==> src/rtl/pipe_slice_pkg.sv <==
// rtl/pipe_slice_pkg.sv - shared types and constants for the pipe_reg_slice skid pipeline
package pipe_slice_pkg;

   typedef enum logic [1:0] {
      EMPTY = 2'd0,
      BUSY  = 2'd1,
      FULL  = 2'd2
   } stage_state_e;

   localparam int PIPE_SLICE_MAX_STAGES = 8;

   // Counter must represent 0..2*stages inclusive.
   function automatic int occ_width(input int stages);
      return $clog2(2 * stages + 1);
   endfunction

endpackage

==> src/rtl/pipe_skid_stage.sv <==
// rtl/pipe_skid_stage.sv - one two-entry skid stage; ready, valid and data all come straight from registers
module pipe_skid_stage
   import pipe_slice_pkg::*;
#(
   parameter int WIDTH = 8
) (
   input  logic             clk,
   input  logic             reset,
   input  logic             i_up_valid,
   input  logic [WIDTH-1:0] i_up_data,
   output logic             o_up_ready,
   output logic             o_dn_valid,
   output logic [WIDTH-1:0] o_dn_data,
   input  logic             i_dn_ready
);

   stage_state_e     r_state;
   stage_state_e     w_state_nxt;
   logic [WIDTH-1:0] r_main;
   logic [WIDTH-1:0] r_skid;
   logic [WIDTH-1:0] w_main_nxt;
   logic [WIDTH-1:0] w_skid_nxt;
   logic             w_in;
   logic             w_out;

   assign o_up_ready = (r_state != FULL);
   assign o_dn_valid = (r_state != EMPTY);
   assign o_dn_data  = r_main;

   assign w_in  = i_up_valid && o_up_ready;
   assign w_out = o_dn_valid && i_dn_ready;

   always_ff @(posedge clk) begin
      if (!reset) begin
         r_state <= EMPTY;
         r_main  <= '0;
         r_skid  <= '0;
      end else begin
         r_state <= w_state_nxt;
         r_main  <= w_main_nxt;
         r_skid  <= w_skid_nxt;
      end
   end

   always_comb begin
      w_state_nxt = r_state;
      w_main_nxt  = r_main;
      w_skid_nxt  = r_skid;
      case (r_state)
         EMPTY: begin
            if (w_in) begin
               w_state_nxt = BUSY;
               w_main_nxt  = i_up_data;
            end
         end
         BUSY: begin
            if (w_in && w_out) begin
               w_main_nxt = i_up_data;
            end else if (w_in) begin
               // Downstream stalled: park the new beat so ready can drop a cycle late.
               w_state_nxt = FULL;
               w_skid_nxt  = i_up_data;
            end else if (w_out) begin
               w_state_nxt = EMPTY;
            end
         end
         FULL: begin
            if (w_out) begin
               w_state_nxt = BUSY;
               w_main_nxt  = r_skid;
            end
         end
         default: begin
            w_state_nxt = EMPTY;
         end
      endcase
   end

endmodule

==> src/rtl/pipe_reg_slice.sv <==
// rtl/pipe_reg_slice.sv - STAGES cascaded skid stages, 2*STAGES beats of capacity, full throughput
// Define PIPE_SLICE_OCC_EN to add the o_occupancy port and its counter.
module pipe_reg_slice
   import pipe_slice_pkg::*;
#(
   parameter int WIDTH  = 8,
   parameter int STAGES = 2
) (
   input  logic                            clk,
   input  logic                            reset,
   input  logic                            i_valid,
   input  logic [WIDTH-1:0]                i_data,
   output logic                            o_ready,
   output logic                            o_valid,
   output logic [WIDTH-1:0]                o_data,
`ifdef PIPE_SLICE_OCC_EN
   output logic [occ_width(STAGES)-1:0]    o_occupancy,
`endif
   input  logic                            i_ready
);

   if (STAGES < 1 || STAGES > PIPE_SLICE_MAX_STAGES) begin : g_bad_stages
      $error("pipe_reg_slice: STAGES must be within 1..%0d", PIPE_SLICE_MAX_STAGES);
   end

   // Link k is the up-side of stage k; link STAGES is the output port.
   logic             w_valid [0:STAGES];
   logic [WIDTH-1:0] w_data  [0:STAGES];
   logic             w_ready [0:STAGES];

   assign w_valid[0]      = i_valid;
   assign w_data[0]       = i_data;
   assign o_ready         = w_ready[0];
   assign o_valid         = w_valid[STAGES];
   assign o_data          = w_data[STAGES];
   assign w_ready[STAGES] = i_ready;

   for (genvar k = 0; k < STAGES; k++) begin : g_stage
      pipe_skid_stage #(
         .WIDTH (WIDTH)
      ) u_stage (
         .clk        (clk),
         .reset      (reset),
         .i_up_valid (w_valid[k]),
         .i_up_data  (w_data[k]),
         .o_up_ready (w_ready[k]),
         .o_dn_valid (w_valid[k+1]),
         .o_dn_data  (w_data[k+1]),
         .i_dn_ready (w_ready[k+1])
      );
   end

`ifdef PIPE_SLICE_OCC_EN
   localparam int OCC_W = occ_width(STAGES);

   logic [OCC_W-1:0] r_occ;
   logic             w_up_xfer;
   logic             w_dn_xfer;

   assign w_up_xfer   = i_valid && o_ready;
   assign w_dn_xfer   = o_valid && i_ready;
   assign o_occupancy = r_occ;

   always_ff @(posedge clk) begin
      if (!reset) begin
         r_occ <= '0;
      end else if (w_up_xfer && !w_dn_xfer) begin
         r_occ <= r_occ + OCC_W'(1);
      end else if (!w_up_xfer && w_dn_xfer) begin
         r_occ <= r_occ - OCC_W'(1);
      end
   end
`endif

endmodule

==> config.mk <==
export PLATFORM = sky130hd
export DESIGN_NAME = pipe_reg_slice
export DESIGN_NICKNAME = d
export VERILOG_FILES = /design/src/rtl/pipe_slice_pkg.sv /design/src/rtl/pipe_skid_stage.sv /design/src/rtl/pipe_reg_slice.sv
export SDC_FILE = /design/constraint.sdc
export NUM_CORES = 1
export LEC_CHECK = 0
export CELL_PAD_IN_SITES_DETAIL_PLACEMENT = 1
export CELL_PAD_IN_SITES_GLOBAL_PLACEMENT = 1
export CORE_ASPECT_RATIO = 0.8
export CORE_UTILIZATION = 42
export CTS_BUF_LIST = sky130_fd_sc_hd__clkbuf_16
export DETAILED_ROUTE_END_ITERATION = 7
export PLACE_DENSITY_LB_ADDON = 0.1
export SYNTH_ARGS = -nofsm -noshare
export SYNTH_HDL_FRONTEND = slang
export SYNTH_SLANG_ARGS = --single-unit
==> constraint.sdc <==
create_clock -name clk -period 2.2 [get_ports clk]
set_input_delay 0.22 -clock clk [delete_from_list [all_inputs] [get_ports clk]]
set_output_delay 0.22 -clock clk [all_outputs]
set_load 0.01 [all_outputs]
==> results by group <==
Run status
  – Status: finished, final reports clean

Final layout
  – Layout area overhead: 21.7%
  – Final #Nets: 216
  – Ant. Diodes: 0
  – Share of cells above drive strength 1: 12.9%
  – Layout fillers: 453
  – Util after Layout: 55.0%

Synthesis
  – Post-synthesis sequential area ratio: 40.9%
  – Asr flop ratio synth: 0%
  – Count of state elements after synthesis: 36
  – Dominant synthesized flop cell: dfxtp_1
  – Top post-synthesis cells by area: dfxtp_1, mux2i_1, nand2_1, o211a_1, a21oi_2
  – Netlist cell types: 36
  – Top-area cell type share of the netlist area: 40.9%
  – Syn_area_per_cell: 9.86 um^2
  – Ys Warns: 0
  – Most frequent cell after synthesis: dfxtp_1
  – Post-synthesis cell count: 179
  – Leading area contributor after synthesis: dfxtp_1
  – Syn nets: 195
  – Most frequent cells after synthesis: dfxtp_1, nand2_1, mux2i_1
  – Synthesized cell area: 1760 um^2
  – Post-synth EDFFs: 0

GRT
  – Total GRT Usage: 20.3%
  – First-pass GRT wire length: 6.69 mm
  – Global route overflow: 0
  – Largest net degree at the start of global routing: 37
  – Vias in the first global route: 1406
  – Initial antenna violation count: 0

Timing
  – Max-slew headroom: 67.3%
  – Final period util: 89.0%
  – Final TNS setup: 0 ns
  – RSZ-0062 raised after global routing: false
  – Worst Tran Pin Value: 0.491 ns
  – Fin crit period: 1.96 ns
  – F_max: 511 MHz
  – Final slew viol count: 0
  – Clk_skew: 0.00319 ns
  – Final Hold Viols: 0
  – Setup violators final: 0
  – Worst hold slack: 0.452 ns

Clocking
  – Clk sinks: 36
  – Clock latency at the later pin of the worst-skew pair: 0.28 ns
  – Root buf cell: clkbuf_16
  – Post CTS Setup Buffer Count: 0
  – Post-CTS sizing: 0
  – Hold Buf Count CTS: 0
  – Total CTS buffers: 5
  – Clock Path Buffers: 2
  – Clock-pin slew on the worst setup and hold paths: 0.05 ns
  – H-tree depth: 2
  – CTS tree: yes

Drt
  – Drt initial violations: 43
  – DRC: 0
  – Post-route ant nets: 0
  – Via-per-instance ratio: 5.17
  – Drt first pass iters: 4
  – Via count: 1324
  – Routed WL: 4.03 mm
  – Wirelength per Cell: 15.7 um

Critical path
  – Reg2reg end: g_stage[1].u_stage.o_dn_data[6]
  – Crit start category: flip-flop
  – Reg2reg setup slack: 0.24 ns
  – Crit-path cells: inv_1 -> ha_1 -> inv_2 -> o211a_1 -> or2_1 -> a21oi_2
  – WP buf/inv: 2
  – Crit. End Element: flip-flop
  – Critical Path Sink: g_stage[1].u_stage.o_dn_data[6]
  – CP peak stage delay: 0.43 ns
  – Worst path depth: 6
  – CP Max Fanout: 12
  – WP data required: 2.41 ns
  – CP top delay family: compound AO/OA/AOI/OAI gates
  – Crit path max-delay cell type: or2_1
  – Worst Setup SP: g_stage[1].u_stage.r_state[0]
  – Cells on worst reg2reg path: 6
  – Crit path DAT: 2.16 ns
  – Crit Path Class: flip-flop to flip-flop
  – FF-to-FF Start: g_stage[1].u_stage.r_state[0]

Floorplan
  – Die area: 4470 um^2
  – Core Area: 3900 um^2
  – Initial Util: 45.2%
  – I/O Pins: 22
  – Row count: 20
  – Die Y: 60.0 um
  – Die W: 74.5 um

Power
  – Lkg Pwr: 0.991 nW
  – Total Power: 0.00193 W
  – Power per cell area: 900 nW/um^2
  – Max IR drop VDD: 0.566 mV

Placement
  – Global placement routability congestion: 0.790
  – Placed wire-length estimate: 2.99 mm
  – Port Buf Inserts: 21

Hold path
  – Worst hold path type: flip-flop to flip-flop

Job
  – Maxcap violations: 0
==> cell usage in the layout, fill, tap and decap left out, drive strengths merged, types with 2 or more instances in the layout <==
| cell type | n |
|---|---|
| a21boi | 10 |
| a21oi | 11 |
| and3 | 3 |
| buf | 6 |
| clkbuf | 5 |
| clkdlybuf4s50 | 21 |
| clkinv | 3 |
| dfxtp | 36 |
| ha | 4 |
| inv | 4 |
| mux2i | 24 |
| nand2 | 27 |
| nand2b | 2 |
| nand3b | 2 |
| nor2 | 3 |
| nor2b | 9 |
| o211a | 9 |
| o21ai | 2 |
| o31ai | 8 |
==> worst min-delay path by stage <==
stage / startpoint / endpoint / depth (start not counted)
2_1_floorplan: i_data[0] / g_stage[0].u_stage.r_skid[0] / 2
3_3_place_gp: g_stage[0].u_stage.r_skid[7] / g_stage[0].u_stage.r_skid[7] / 2
3_5_place_dp: g_stage[0].u_stage.r_skid[7] / g_stage[0].u_stage.r_skid[7] / 2
4_1_cts: g_stage[0].u_stage.r_skid[7] / g_stage[0].u_stage.r_skid[7] / 2
5_1_grt: g_stage[0].u_stage.r_skid[7] / g_stage[0].u_stage.r_skid[7] / 2
6_report: g_stage[0].u_stage.r_skid[7] / g_stage[0].u_stage.r_skid[7] / 2
==> area by class of cell <==
class	count	area (um^2)	area share, %
Clock inverter	3	13.8	0.641
Sequential cell	36	721	33.6
Clock buffer	5	125	5.83
Tap cell	55	68.8	3.21
Multi-Input combinational cell	126	948	44.2
Inverter	4	15.0	0.699
Timing Repair Buffer	27	255	11.9
==> power by group <==
part	switching [W]	total, W	internal (W)
sequential	0.0000460	0.000767	0.000721
combinational	0.000249	0.000494	0.000245
clock	0.000260	0.000671	0.000411
total	0.000555	0.00193	0.00138
==> cell families (layout without fill, tap and decap cells) <==
kind of cell,Yosys count,in the layout,synth area share [%]
flip-flops,36,36,40.9
buffers and inverters,17,39,5.39
adder cells (fa/ha/maj),4,4,2.84
AND/OR/NAND/NOR,51,51,14.7
multiplexers,25,25,14.3
AO/OA/AOI/OAI,45,45,21.5
XOR/XNOR,1,1,0.497
==> routing by layer <==
| layer | vias up | wire (um) | track usage, % | share of wire [%] |
|---|---|---|---|---|
| met5 | - | 0 | 0 | 0 |
| met2 | 12 | 2000 | 35.5 | 50 |
| li1 | 666 | - | - | - |
| met3 | 6 | 82 | 4.05 | 2.0 |
| met4 | 0 | 63 | 7.55 | 1.6 |
| met1 | 640 | 1890 | 24.6 | 47 |
==> worst reg2reg max path, stage by stage, from the launching register on <==
cell	delay [ns]
dfxtp_1	0.33
inv_1	0.10
ha_1	0.41
inv_2	0.07
o211a_1	0.36
or2_1	0.44
a21oi_2	0.20
==> sequential cells by signal, summed over array words and instances, names as in the netlist <==
| name | flops |
|---|---|
| g_stage.u_stage.r_skid | 16 |
| g_stage.u_stage.o_dn_data | 16 |
| g_stage.u_stage.r_state | 4 |
==> per-stage QoR <==
| stage | instance area, um^2 | cells | setup slack [ns] |
|---|---|---|---|
| floorplan | 1760 | 179 | 0.539 |
| global placement | 2010 | 248 | 0.402 |
| detailed placement | 2010 | 248 | 0.243 |
| CTS | 2150 | 256 | 0.229 |
| global route | 2150 | 256 | 0.126 |
| finish | 2150 | 256 | 0.242 |
Power figures use the tool's default switching activity.
